### config.mk
export PLATFORM = sky130hd
export DESIGN_NAME = pattern_serializer_flat
export DESIGN_NICKNAME = d
export VERILOG_FILES = /design/src/rtl/pattern_serializer_if.sv /design/src/rtl/pattern_serializer.sv /design/src/flat_wrapper.sv
export SDC_FILE = /design/constraint.sdc
export NUM_CORES = 1
export LEC_CHECK = 0
export ABC_AREA = 1
export BUFFER_PORTS_ARGS = -buffer_cell sky130_fd_sc_hd__buf_4
export CAP_MARGIN = 20
export CORE_ASPECT_RATIO = 0.8
export CORE_MARGIN = 5
export CORE_UTILIZATION = 45
export DETAILED_ROUTE_END_ITERATION = 16
export PLACE_DENSITY = 0.76
export SYNTH_ARGS = -nofsm -noshare
export SYNTH_HDL_FRONTEND = slang
export SYNTH_SLANG_ARGS = --single-unit
export TNS_END_PERCENT = 10
### constraint.sdc
create_clock -name clk -period 1.9 [get_ports clk]
set_input_delay 0.285 -clock clk [delete_from_list [all_inputs] [get_ports clk]]
set_output_delay 0.285 -clock clk [all_outputs]
set_load 0.02 [all_outputs]
### src/rtl/pattern_serializer_if.sv
// Load handshake and serial output bundle for pattern_serializer.
// Latency: none, wires only.
// Backpressure: load_ready from the slave side gates load_valid from the master side.
// Optional macro PATTERN_SERIALIZER_PARITY_EN adds parity_flag.
interface pattern_serializer_if #(
    parameter int WIDTH = 8,
    parameter int LEN_W = 4,
    parameter int CNT_W = 4
);
    logic             load_valid;
    logic             load_ready;
    logic [WIDTH-1:0] pattern;
    logic [LEN_W-1:0] len;
    logic [CNT_W-1:0] repeat_n;
    logic             abort;
    logic             x;
    logic             x_valid;
    logic             busy;
    logic             done;
`ifdef PATTERN_SERIALIZER_PARITY_EN
    logic             parity_flag;
`endif

    // Stimulus side: issues loads and aborts, watches the serial line.
    modport master (
        output load_valid, pattern, len, repeat_n, abort,
        input  load_ready, x, x_valid, busy, done
`ifdef PATTERN_SERIALIZER_PARITY_EN
        , input parity_flag
`endif
    );

    // Serializer side.
    modport slave (
        input  load_valid, pattern, len, repeat_n, abort,
        output load_ready, x, x_valid, busy, done
`ifdef PATTERN_SERIALIZER_PARITY_EN
        , output parity_flag
`endif
    );
endinterface

### src/rtl/pattern_serializer.sv
// Serial bit-pattern transmitter: sends pattern[len-1:0] MSB-first, repeat_n+1 times, GAP idle cycles between.
// Latency: first bit one cycle after the accepting edge; done one cycle after the last bit.
// Backpressure: load_ready only in IDLE; loads while busy are ignored (no queueing). Macro PATTERN_SERIALIZER_PARITY_EN appends an even-parity bit per repetition.
module pattern_serializer #(
    parameter int   WIDTH    = 8,
    parameter int   LEN_W    = 4,
    parameter int   CNT_W    = 4,
    parameter int   GAP      = 0,
    parameter logic IDLE_BIT = 1'b1
) (
    input  logic                 clk,
    input  logic                 reset,
    pattern_serializer_if.slave  bus
);
    localparam int GAP_W = (GAP < 2) ? 1 : $clog2(GAP);

    typedef enum logic [1:0] {
        ST_IDLE = 2'd0,
        ST_SEND = 2'd1,
        ST_GAP  = 2'd2
    } state_t;

    state_t           state;
    logic [WIDTH-1:0] pat;
    logic [LEN_W-1:0] last_idx;   // L-1 of the captured frame
    logic [LEN_W-1:0] bit_cnt;    // index of the bit currently on x
    logic [CNT_W-1:0] rep_cnt;
    logic [GAP_W-1:0] gap_cnt;
    logic             x_q;
    logic             x_valid_q;
    logic             busy_q;
    logic             done_q;
    logic [LEN_W-1:0] ld_last;
`ifdef PATTERN_SERIALIZER_PARITY_EN
    logic             par_phase;  // the parity bit of this repetition is on x
    logic             parity_q;
    logic             par_bit;
`endif

    // Single bit of a word selected by a runtime index, without a narrow-index width mismatch.
    function automatic logic bit_at(input logic [WIDTH-1:0] w, input logic [LEN_W-1:0] idx);
        logic [WIDTH-1:0] s;
        s = w >> idx;
        return s[0];
    endfunction

    // Clamp the requested length: 0 or anything above WIDTH means a full-width frame.
    always_comb begin
        ld_last = LEN_W'(WIDTH - 1);
        if (bus.len != '0 && bus.len <= LEN_W'(WIDTH))
            ld_last = bus.len - 1'b1;
    end

`ifdef PATTERN_SERIALIZER_PARITY_EN
    // Even parity over the active field pat[last_idx:0].
    always_comb begin
        par_bit = 1'b0;
        for (int i = 0; i < WIDTH; i++) begin
            if (LEN_W'(i) <= last_idx)
                par_bit = par_bit ^ pat[i];
        end
    end
`endif

    // Sequencer: every output is registered so x carries the bit selected at the previous edge.
    always_ff @(posedge clk or negedge reset) begin
        if (!reset) begin
            state     <= ST_IDLE;
            pat       <= '0;
            last_idx  <= '0;
            bit_cnt   <= '0;
            rep_cnt   <= '0;
            gap_cnt   <= '0;
            x_q       <= IDLE_BIT;
            x_valid_q <= 1'b0;
            busy_q    <= 1'b0;
            done_q    <= 1'b0;
`ifdef PATTERN_SERIALIZER_PARITY_EN
            par_phase <= 1'b0;
            parity_q  <= 1'b0;
`endif
        end else begin
            done_q <= 1'b0;
            case (state)
                ST_IDLE: begin
                    // abort is meaningless here; a simultaneous load wins.
                    if (bus.load_valid) begin
                        pat       <= bus.pattern;
                        last_idx  <= ld_last;
                        bit_cnt   <= ld_last;
                        rep_cnt   <= bus.repeat_n;
                        x_q       <= bit_at(bus.pattern, ld_last);
                        x_valid_q <= 1'b1;
                        busy_q    <= 1'b1;
                        state     <= ST_SEND;
`ifdef PATTERN_SERIALIZER_PARITY_EN
                        par_phase <= 1'b0;
`endif
                    end
                end

                ST_SEND: begin
                    if (bus.abort) begin
                        state     <= ST_IDLE;
                        x_q       <= IDLE_BIT;
                        x_valid_q <= 1'b0;
                        busy_q    <= 1'b0;
`ifdef PATTERN_SERIALIZER_PARITY_EN
                        par_phase <= 1'b0;
                        parity_q  <= 1'b0;
`endif
                    end else if (bit_cnt != '0) begin
                        bit_cnt <= bit_cnt - 1'b1;
                        x_q     <= bit_at(pat, bit_cnt - 1'b1);
`ifdef PATTERN_SERIALIZER_PARITY_EN
                    end else if (!par_phase) begin
                        par_phase <= 1'b1;
                        parity_q  <= 1'b1;
                        x_q       <= par_bit;
`endif
                    end else begin
                        // Last bit of this repetition is on x now.
`ifdef PATTERN_SERIALIZER_PARITY_EN
                        par_phase <= 1'b0;
                        parity_q  <= 1'b0;
`endif
                        if (rep_cnt != '0) begin
                            rep_cnt <= rep_cnt - 1'b1;
                            bit_cnt <= last_idx;
                            if (GAP > 0) begin
                                state     <= ST_GAP;
                                gap_cnt   <= GAP_W'(GAP - 1);
                                x_q       <= IDLE_BIT;
                                x_valid_q <= 1'b0;
                            end else begin
                                x_q       <= bit_at(pat, last_idx);
                                x_valid_q <= 1'b1;
                            end
                        end else begin
                            state     <= ST_IDLE;
                            done_q    <= 1'b1;
                            busy_q    <= 1'b0;
                            x_q       <= IDLE_BIT;
                            x_valid_q <= 1'b0;
                        end
                    end
                end

                ST_GAP: begin
                    if (bus.abort) begin
                        state     <= ST_IDLE;
                        x_q       <= IDLE_BIT;
                        x_valid_q <= 1'b0;
                        busy_q    <= 1'b0;
                    end else if (gap_cnt == '0) begin
                        state     <= ST_SEND;
                        x_q       <= bit_at(pat, last_idx);
                        x_valid_q <= 1'b1;
                    end else begin
                        gap_cnt <= gap_cnt - 1'b1;
                    end
                end

                default: begin
                    state     <= ST_IDLE;
                    x_q       <= IDLE_BIT;
                    x_valid_q <= 1'b0;
                    busy_q    <= 1'b0;
                end
            endcase
        end
    end

    assign bus.load_ready = (state == ST_IDLE);
    assign bus.x          = x_q;
    assign bus.x_valid    = x_valid_q;
    assign bus.busy       = busy_q;
    assign bus.done       = done_q;
`ifdef PATTERN_SERIALIZER_PARITY_EN
    assign bus.parity_flag = parity_q;
`endif

endmodule
### src/flat_wrapper.sv
// flat-port wrapper written by rule: the top's interface ports become plain ports
module pattern_serializer_flat 
#(
    parameter int   WIDTH    = 8,
    parameter int   LEN_W    = 4,
    parameter int   CNT_W    = 4,
    parameter int   GAP      = 0,
    parameter logic IDLE_BIT = 1'b1
)
  (clk, reset, bus_load_valid, bus_pattern, bus_len, bus_repeat_n, bus_abort, bus_load_ready, bus_x, bus_x_valid, bus_busy, bus_done);
  pattern_serializer_if #(.WIDTH(WIDTH), .LEN_W(LEN_W), .CNT_W(CNT_W)) bus_i ();
  input  logic clk;
  input  logic reset;
  input wire logic [$bits(bus_i.load_valid)-1:0] bus_load_valid;
  input wire logic [$bits(bus_i.pattern)-1:0] bus_pattern;
  input wire logic [$bits(bus_i.len)-1:0] bus_len;
  input wire logic [$bits(bus_i.repeat_n)-1:0] bus_repeat_n;
  input wire logic [$bits(bus_i.abort)-1:0] bus_abort;
  output wire logic [$bits(bus_i.load_ready)-1:0] bus_load_ready;
  output wire logic [$bits(bus_i.x)-1:0] bus_x;
  output wire logic [$bits(bus_i.x_valid)-1:0] bus_x_valid;
  output wire logic [$bits(bus_i.busy)-1:0] bus_busy;
  output wire logic [$bits(bus_i.done)-1:0] bus_done;
  assign bus_i.load_valid = bus_load_valid;
  assign bus_i.pattern = bus_pattern;
  assign bus_i.len = bus_len;
  assign bus_i.repeat_n = bus_repeat_n;
  assign bus_i.abort = bus_abort;
  assign bus_load_ready = bus_i.load_ready;
  assign bus_x = bus_i.x;
  assign bus_x_valid = bus_i.x_valid;
  assign bus_busy = bus_i.busy;
  assign bus_done = bus_i.done;
  pattern_serializer #(.WIDTH(WIDTH), .LEN_W(LEN_W), .CNT_W(CNT_W), .GAP(GAP), .IDLE_BIT(IDLE_BIT)) u_core (.clk(clk), .reset(reset), .bus(bus_i));
endmodule
==> results of run 1 <==
placed cells by master (no fill, tap or decap), drive strengths merged, types with 2 or more instances in the layout:
| cell | count |
|---|---|
| dfrtp | 23 |
| inv | 35 |
| o211ai | 5 |
| clkbuf | 3 |
| nand2 | 58 |
| xnor2 | 2 |
| nor3 | 2 |
| ha | 3 |
| nand3 | 23 |
| o21ai | 27 |
| buf | 26 |
| nand4 | 4 |
| a21oi | 7 |
| nor2 | 12 |
power by group through the flow:
stage / combinational (uW) / sequential, uW / clock (uW)
floorplan: 1350 / 963 / 0
global placement: 1760 / 948 / 0
detailed placement: 1760 / 956 / 0
CTS: 1780 / 947 / 458
global route: 2000 / 982 / 471
finish: 1770 / 946 / 449
registers in the layout (all words and copies together) (netlist names):
| register | cells |
|---|---|
| u_core.pat | 8 |
| u_core.bus.done | 1 |
| u_core.state | 1 |
| u_core.bit_cnt | 4 |
| u_core.rep_cnt | 4 |
| u_core.bus.x_valid | 1 |
| u_core.last_idx | 4 |
| u_core.bus.x | 1 |
worst max-delay path: cells and delay by family (launching register included):
kind,cells,cell delay [ns]
adder cells (fa/ha/maj),1,0.30
buffers and inverters,2,0.19
flip-flops,1,0.44
AND/OR/NAND/NOR,7,0.69
Yosys cell counts, types with 3 or more instances:
cell	n	area, um^2
o21ai_1	13	65.1
inv_2	8	30.0
nor2_1	10	37.5
inv_1	27	101
nand3_1	20	100
a21oi_1	6	30.0
dfrtp_1	23	576
buf_2	3	15.0
nand2_1	52	195
nand4_1	4	25.0
o21ai_2	3	26.3
ha_1	3	37.5
o211ai_1	3	22.5
o21ai_0	11	55.1
nand2_2	4	25.0
metal layers:
layer  vias to the layer above  wire length (um)
met5                         -                 0
met4                         0                27
met3                         2               260
met2                        55              1380
met1                       602              1570
li1                        735                 -
through the flow:
stage                     setup slack, ns  power, uW
final                               0.219       3170
after global routing               0.0804       3450
after CTS                           0.215       3180
after detailed placement            0.245       2710
after global placement              0.273       2710
after floorplan                     0.396       2310
final cells by class:
| type | count | area share |
|---|---|---|
| multi-input combinational | 147 | 0.430 |
| sequential | 24 | 0.320 |
| inverter | 36 | 0.0746 |
| timing repair buffer | 27 | 0.109 |
| tap | 42 | 0.0280 |
| clock buffer | 3 | 0.0220 |
| clock inverter | 1 | 0.0160 |
timing repair:
| action | 4_1_cts | 5_1_grt |
|---|---|---|
| gates resized for setup | 0 | 0 |
| endpoints found under the hold margin | 23 | 0 |
| hold buffers | 1 | 0 |
kinds of logic after synthesis:
| kind of cell | Yosys count | synth area share |
|---|---|---|
| simple gates | 101 | 0.313 |
| compound gates | 40 | 0.161 |
| buf+inv | 40 | 0.101 |
| flops | 24 | 0.384 |
| xor+xnor | 3 | 0.0167 |
| fa+ha+maj | 3 | 0.0239 |
worst paths after layout:
kind / from / end / slack, ns / cells past startpoint
worst max-delay path: u_core.bit_cnt[0] / u_core.bus.x / 0.22 / 10
worst min-delay path: bus_abort / u_core.bus.done / 0.21 / 2
worst max register to register: u_core.bit_cnt[0] / u_core.bus.x / 0.22 / 10
worst min register to register: u_core.bus.x / u_core.bus.x / 0.48 / 2
max in group asynchronous: reset / u_core.bus.x / 1.18 / 2
min in group asynchronous: reset / u_core.pat[7] / 0.43 / 2
==> flow_summary.ini, run 1 <==
[layout]
flow.area_growth_from_synthesis_pct = 19.8
final-instance-count-excl-fill = 280
nets = 262
drive_gt1_frac = 0.244
final_cell_area_um2 = 1880
num-fill-cells = 305
final-seq-area_um2 = 602
footprint_of_the_multi_input_gates_um2 = 808
diodes = 0
final_core_util = 0.553

[floorplan]
die_area_um2 = 4770
boundaryPins = 25
die_height_um = 62.8
core_area_um2 = 3400
initial_utilization = 0.462
die_width_um = 76.0
num_rows = 19

[synthesis]
synth_area_per_cell_um2 = 7.44
seq_area_frac_synth = 0.384
synth_edf_count = 0
synthDistinctLibCells = 32
yosys_warnings = 0
syn-cell-area_um2 = 1570
synth-async-reset-ratio = 1.00
synth_fp_nets = 234
netlist_instances = 211
yosys_most_used_dff = dfrtp_1
synth-seq-cells = 24

[placement]
gp_congestion = 0.828
dpl_cell_area_um2 = 1800
io_buffers = 24
dpl_hpwl_mm = 2.50
dpl.cell_count = 275

[sta]
fin_worst_hold_slack_ns = 0.215
setup_viol = 0
setup_tns_ns = 0
finalCriticalPeriod_ns = 1.68
max_freq_mhz = 595
finClkSkew_ns = 0.00137
worst_slew_margin_rel = 0.762
least_margin_pin_slew_ns = 0.356
grt_setup_unrepaired = no
post-route-period-util = 0.885
final-hold-violation-count = 0
final_slew_violations = 0

[routing]
route.vias.total = 1394
dr_vias_cell = 4.98
drc = 0
per_cell_routed_wire_length_um = 11.6
postRouteWirelength_mm = 3.24
total_iterations_of_the_first_detailed_routing_run = 4
detail-route-antenna-nets = 0
count_of_routing_violations_after_the_opening_detailed_route_iteration = 84

[cts]
tritoncts = built
clkSlewWorstSetupHoldPaths_ns = 0.09
clock_latency_ns = 0.27
htree_levels = 1
cts_buffers = 3
post_cts_buffers = 0
clock_tree.root_cell = clkbuf_8
ctsLongestPathBuffers = 2
number_of_clock_sinks = 24

[worst_setup_path]
cpMostUsedCell = nand2_1
critPathArrivalTime_ns = 1.90
timing.setup.critical_path_class = reg2reg
cell_chain_critical_path = inv_2, ha_1, nand3_4, nor2_1, nand3_1, nand3_1, nand2_1, inv_2, nand2_1, nand2_1
critPathMaxFanout = 9
max_stage_delay_ns = 0.44
crit_path_start_kind = flop
worstSetupEndpointType = flop
critical_path_required_ns = 2.11
critPathSlowestCell = dfrtp_1

[power_and_ir_drop]
total_switching_power_uw = 1430
power.clock.fraction = 0.142
p_int_uw = 1730
p_comb_frac = 0.560
switching_share = 0.452
power.share.sequential = 0.299
powerDensity_nw_per_um2 = 1690
total_leakage_power_uw = 0.000969
ir_worst_vdd_uv = 706

[grt]
grt_max_degree = 25
grt.total_usage = 0.144
vias_in_the_first_global_route = 1272
grtUsageMet1 = 0.219
global_route_wire_length_before_repair_mm = 5.80
global_route.usage.met2 = 0.209
grt_overflow_total = 0
globalRoute.busiestLayer = met1
gr-usage-met3 = 0.0245
antenna_found_initial = 0

[job]
max_cap_violations = 0

[min_path]
hold_path.class = in2reg

[outcome]
status = finished, final reports clean
Power figures use the tool's default switching activity.
==> run 2: changes to the inputs <==
- ABC_AREA: 1 -> not set
- SLEW_MARGIN: not set -> 25
==> run 2 against run 1 <==
Effect of this change: the run now ends with setup timing left; synthesized cell count decreased by 16%; non-clock buffer count increased by 17; die area decreased by 0.95%; worst setup slack got worse by 0.23 ns; first-iteration DRC count increased by 14%; sequential power decreased by 15%; wire length increased by 23%; largest cell class unchanged.
==> flow_summary.ini, run 2 <==
[power_and_ir_drop]
power.clock.fraction = 0.138
switching_share = 0.383
powerDensity_nw_per_um2 = 1140
power.share.sequential = 0.362
p_comb_frac = 0.500
p_int_uw = 1360
power_uw = 2210
ir_worst_vdd_uv = 577
total_leakage_power_uw = 0.000882
total_switching_power_uw = 847

[routing]
postRouteWirelength_mm = 4.00
count_of_routing_violations_after_the_opening_detailed_route_iteration = 96
drc = 0
per_cell_routed_wire_length_um = 15.6
total_iterations_of_the_first_detailed_routing_run = 5
route.vias.total = 1470
detail-route-antenna-nets = 0
dr_vias_cell = 5.74

[cts]
ctsLongestPathBuffers = 2
clock_latency_ns = 0.26
number_of_clock_sinks = 24
tritoncts = built
cts_buffers = 3
htree_levels = 1
clock_tree.root_cell = clkbuf_8
clkSlewWorstSetupHoldPaths_ns = 0.08

[synthesis]
yosys_warnings = 0
xor_and_xnor_area_share_after_synthesis = 0.00565
synthTopCellsByArea = dfrtp_1 37%, nand2_1 8.0%, mux2i_1 4.5%
synth.cells.most_frequent = 33 x nand2_1, 23 x dfrtp_1, 14 x o21ai_0
seq_area_frac_synth = 0.388
yosys.area.top_type_share = 0.371
synth_compound_gate_area_share = 0.202
netlist_instances = 178
yosys_most_used_dff = dfrtp_1
muxShareOfSynthArea = 0.0960
post_synth_fa_ha_maj_area_fraction = 0.0242
synth_most_common_cell = nand2_1
synth-async-reset-ratio = 1.00
synth_fp_nets = 201
synth_edf_count = 0
synth_area_leader_cell = dfrtp_1
synthDistinctLibCells = 46
syn-cell-area_um2 = 1550
combinational_family_with_the_most_area_after_synthesis = simple AND/OR/NAND/NOR gates
yosys.area_share.simple = 0.219
synth_area_per_cell_um2 = 8.72
synth-seq-cells = 24

[grt]
gr-usage-met3 = 0.0161
grt_overflow_total = 0
globalRoute.busiestLayer = met1
vias_in_the_first_global_route = 1371
global_route_wire_length_before_repair_mm = 6.40
grt_max_degree = 25
antenna_found_initial = 0
global_route.usage.met2 = 0.242
grt.total_usage = 0.170
grtUsageMet1 = 0.260

[layout]
drive_gt1_frac = 0.276
final_core_util = 0.574
mostFrequentLayoutCells = 43 x buf_4, 33 x nand2_1, 23 x dfrtp_1, 13 x o21ai_0, 9 x a21oi_1
final-seq-area_um2 = 602
diodes = 0
flow.area_growth_from_synthesis_pct = 24.9
largest_reg_flops = 8
nets = 238
mostFrequentLayoutCell = buf_4
reg_with_most_ffs = u_core.pat
final-instance-count-excl-fill = 256
footprint_of_the_multi_input_gates_um2 = 868
num-fill-cells = 313

[worst_setup_path]
max_stage_delay_ns = 0.42
critical_path_required_ns = 2.04
crit_startpoint = u_core.bit_cnt[0]
cp_num_buf_inv = 1
reg2reg_from = u_core.bit_cnt[0]
family_with_the_most_delay_on_the_worst_path = compound AO/OA/AOI/OAI gates
critPathSlowestCell = or3b_4
crit_path_start_kind = flop
critPathMaxFanout = 7
timing.setup.critical_path_class = reg2reg
critPathArrivalTime_ns = 2.05
cell_chain_critical_path = inv_2, ha_4, or3b_4, o31ai_4, nand3_1, o21ai_0, a21oi_1
worstSetupEndpointType = flop

[floorplan]
num_rows = 19
core_area_um2 = 3380
die_width_um = 75.7
initial_utilization = 0.460
die_area_um2 = 4730
die_height_um = 62.5
boundaryPins = 25

[placement]
dpl.cell_count = 247
dpl_hpwl_mm = 2.95
io_buffers = 24
gp_congestion = 0.857

[sta]
finClkSkew_ns = 0.00449
least_margin_pin_slew_ns = 0.439
postLayoutSetupSlackWorst_ns = -0.00806
worst_slew_margin_rel = 0.700
setup_viol = 1
post-route-period-util = 1.00
fin_worst_hold_slack_ns = 0.207
max_freq_mhz = 524
finalCriticalPeriod_ns = 1.91
final-hold-violation-count = 0
final_slew_violations = 0

[min_path]
min-delay-start = bus_abort
hold_path.class = in2reg

[job]
max_cap_violations = 0

[outcome]
failed_checks = setup timing
status = finished, violations left
==> run 2: changes by cell type after synthesis, moves of 4 or more <==
cell / previous run / this run
o21ai_1: 13 / 0
clkbuf_1: 1 / 7
inv_2: 8 / 0
mux2i_1: 0 / 7
nor2b_1: 0 / 5
inv_1: 27 / 10
nand2_2: 4 / 0
nand3_1: 20 / 4
nand2_1: 52 / 33
==> run 2: through the flow <==
stage	setup TNS [ns]	instance area [um^2]	setup WS, ns
after CTS	0	1900	0.0528
after global placement	0	1850	0.0893
final	-0.00806	1940	-0.00806
after floorplan	-0.0142	1560	-0.0142
after global routing	-0.111	1940	-0.111
after detailed placement	0	1850	0.0653
==> run 2: final cells by class <==
| type | instances | area share |
|---|---|---|
| Sequential cell | 24 | 0.311 |
| Clock buffer | 4 | 0.0232 |
| Tap cell | 42 | 0.0271 |
| Multi-Input combinational cell | 132 | 0.448 |
| Timing Repair Buffer | 44 | 0.172 |
| Inverter | 10 | 0.0194 |
==> run 2: cell families after synthesis <==
logic type / count (synthesis)
simple gates: 70
compound gates: 46
xor+xnor: 1
mux: 12
buf+inv: 22
fa+ha+maj: 3
flops: 24
==> run 2: path summary, 6_finish.rpt <==
check	to	slack (ns)	cells after the start
setup / recovery	u_core.rep_cnt[2]	-0.008	7
hold / removal	u_core.bus.done	0.21	2
setup reg to reg	u_core.rep_cnt[2]	-0.008	7
hold reg to reg	u_core.pat[3]	0.52	2
max in group asynchronous	u_core.bus.x	1.15	2
min in group asynchronous	u_core.rep_cnt[1]	0.47	2
==> run 2: routing by layer <==
metal / up-vias / part of all wire
met5: - / 0
met4: 0 / 0.017
met3: 8 / 0.066
met2: 70 / 0.45
met1: 687 / 0.46
li1: 705 / -
==> run 2: power groups by stage <==
stage | registers (uW) | clock network [uW] | logic (uW)
floorplan | 785 | 0 | 712
global placement | 798 | 0 | 986
detailed placement | 798 | 0 | 1020
CTS | 789 | 315 | 1020
global route | 818 | 336 | 1220
finish | 801 | 305 | 1100
==> run 2: timing repair <==
action,CTS,global route
endpoints found under the setup margin,0,8
gates resized for setup,0,4
endpoints found under the hold margin,23,0
setup buffers,0,4
hold buffers,1,0
==> run 2: worst register-to-register path, cell delays in order (launching register included) <==
cell,delay (ns)
dfrtp_1,0.40
inv_2,0.09
ha_4,0.13
or3b_4,0.42
o31ai_4,0.39
nand3_1,0.12
o21ai_0,0.12
a21oi_1,0.12
==> run 3: changes to the inputs <==
- ABC_AREA: not set -> 1
- CORE_UTILIZATION: 45 -> 56
- PLACE_DENSITY: 0.76 -> 0.89
==> run 3 against run 2 <==
Effect of this change: count of clock-buffer cells in the layout unchanged; utilization increased by 9.9 points; sequential power increased by 19%; largest cell class unchanged; the flow now finishes without violations; sequential cell count unchanged; largest power group unchanged; first-iteration DRC count increased by 10%; hold slack got worse by 0.083 ns.
==> flow_summary.ini, run 3 (synthesized netlist as in run 1, its figures left out) <==
[outcome]
status = finished, final reports clean

[worst_setup_path]
critical_path_required_ns = 2.17
reg2reg_from = u_core.bit_cnt[0]
r2r_setup_slack_ns = 0.19
worstSetupEndpointType = flop
regToRegEndpoint = u_core.bit_cnt[0]
crit_startpoint = u_core.bit_cnt[0]
setup.worst_path.end = u_core.bit_cnt[0]
critPathMaxFanout = 9
worst_r2r_path_depth = 8
crit_path_start_kind = flop
critPathArrivalTime_ns = 1.98
timing.setup.critical_path_class = reg2reg

[cts]
htree_levels = 1
number_of_clock_sinks = 24
clock_latency_ns = 0.33
post_cts_resize_count = 0
ctsLongestPathBuffers = 2
tritoncts = built
post_cts_buffers = 0
clkSlewWorstSetupHoldPaths_ns = 0.14
cts_buffers = 3
clock_tree.root_cell = clkbuf_4

[sta]
worst_slew_margin_rel = 0.559
final_slew_violations = 0
setup_viol = 0
grt_setup_unrepaired = no
max_freq_mhz = 583
final-hold-violation-count = 0
least_margin_pin_slew_ns = 0.659
finClkSkew_ns = 0.00343
postLayoutSetupSlackWorst_ns = 0.186
finalCriticalPeriod_ns = 1.71
post-route-period-util = 0.902
setup_tns_ns = 0

[power_and_ir_drop]
power.clock.fraction = 0.094
power.share.sequential = 0.313
p_int_uw = 1560
powerDensity_nw_per_um2 = 1660
total_leakage_power_uw = 0.000949
switching_share = 0.486
p_comb_frac = 0.594
ir_worst_vdd_uv = 961
total_switching_power_uw = 1480

[layout]
reg_with_most_ffs = u_core.pat
largest_reg_flops = 8
nets = 261
final_cell_area_um2 = 1830
flow.area_growth_from_synthesis_pct = 16.7
drive_gt1_frac = 0.241
mostFrequentLayoutCell = nand2_1
diodes = 0
mostFrequentLayoutCells = 52 x nand2_1, 27 x inv_1, 25 x buf_4, 23 x dfrtp_1, 20 x nand3_1
num-fill-cells = 241

[min_path]
hold_path.class = in2reg
hold_path_depth = 2

[placement]
dpl_cell_area_um2 = 1790
dpl_hpwl_mm = 2.57
io_buffers = 24
gp_congestion = 0.872
pre_cts_ws_ns = 0.231

[routing]
per_cell_routed_wire_length_um = 12.2
drc = 0
count_of_routing_violations_after_the_opening_detailed_route_iteration = 106
dr_vias_cell = 5.33
total_iterations_of_the_first_detailed_routing_run = 4
detail-route-antenna-nets = 0
postRouteWirelength_mm = 3.37
route.vias.total = 1466

[grt]
global_route_wire_length_before_repair_mm = 5.93
vias_in_the_first_global_route = 1322
grt_overflow_total = 0
antenna_found_initial = 0
grt.total_usage = 0.182
grt_max_degree = 25

[job]
max_cap_violations = 0

[floorplan]
num_rows = 17
die_area_um2 = 3970
boundaryPins = 25
core_area_um2 = 2720
die_width_um = 69.2
die_height_um = 57.3
initial_utilization = 0.576
## run 3: changes by cell type in the layout (fill, tap and decap cells not counted), sizes merged, moves of 3 or more
cell / delta
buf: -18
inv: +25
mux2: -3
mux2i: -7
nand2: +25
nand2b: -3
nand3: +19
nor2: +5
nor2b: -5
nor3b: -3
o21ai: +13
or3: -3
## run 3: through the flow
stage / utilization / hold slack [ns] / total power, uW / cells
6_report: 0.673 / 0.124 / 3040 / 275
5_1_grt: 0.673 / 0.121 / 3320 / 275
4_1_cts: 0.673 / 0.119 / 3030 / 275
3_5_place_dp: 0.656 / 0.200 / 2730 / 270
3_3_place_gp: 0.656 / 0.199 / 2700 / 270
2_1_floorplan: - / -0.0106 / 2310 / 211
## run 3: layer usage
layer / vias up / global-route usage / share of wire
met5: - / 0 / 0
met4: 0 / 0.0557 / 0.012
met3: 6 / 0.0387 / 0.061
met2: 53 / 0.287 / 0.45
met1: 668 / 0.253 / 0.48
li1: 739 / - / -
## run 3: power groups by stage
stage | Clock [uW] | Sequential (uW) | Combinational, uW
2_1_floorplan | 0 | 963 | 1350
3_3_place_gp | 0 | 951 | 1750
3_5_place_dp | 0 | 958 | 1770
4_1_cts | 286 | 946 | 1790
5_1_grt | 306 | 980 | 2040
6_report | 285 | 951 | 1800
## run 3: how the worst min path moves through the flow
stage,startpoint,to
detailed placement,reset,u_core.pat[7]
global route,bus_abort,u_core.bus.done
CTS,bus_abort,u_core.bus.done
floorplan,reset,u_core.bit_cnt[0]
finish,bus_abort,u_core.bus.done
global placement,reset,u_core.pat[1]
## run 3: final cells by class
| cell class | instances | area, um^2 | area share |
|---|---|---|---|
| Inverter | 36 | 140 | 0.0765 |
| Tap cell | 38 | 47.5 | 0.0260 |
| Clock buffer | 4 | 36.3 | 0.0198 |
| Sequential cell | 24 | 602 | 0.329 |
| Timing Repair Buffer | 26 | 198 | 0.108 |
| Multi-Input combinational cell | 147 | 808 | 0.441 |
## run 3: what timing repair did
item / 4_1_cts / 5_1_grt
endpoints found under the hold margin: 23 / 0
hold buffers: 1 / 0
setup endpoints to repair: 0 / 0
## run 3: critical path, cell delays in order (launching register included)
cell and delay [ns]:
dfrtp_1 0.45, inv_2 0.16, ha_1 0.30, nand3_4 0.18, a21oi_4 0.19, nand2_4 0.10, nand2_8 0.10, o211ai_2 0.09
o21ai_2 0.08
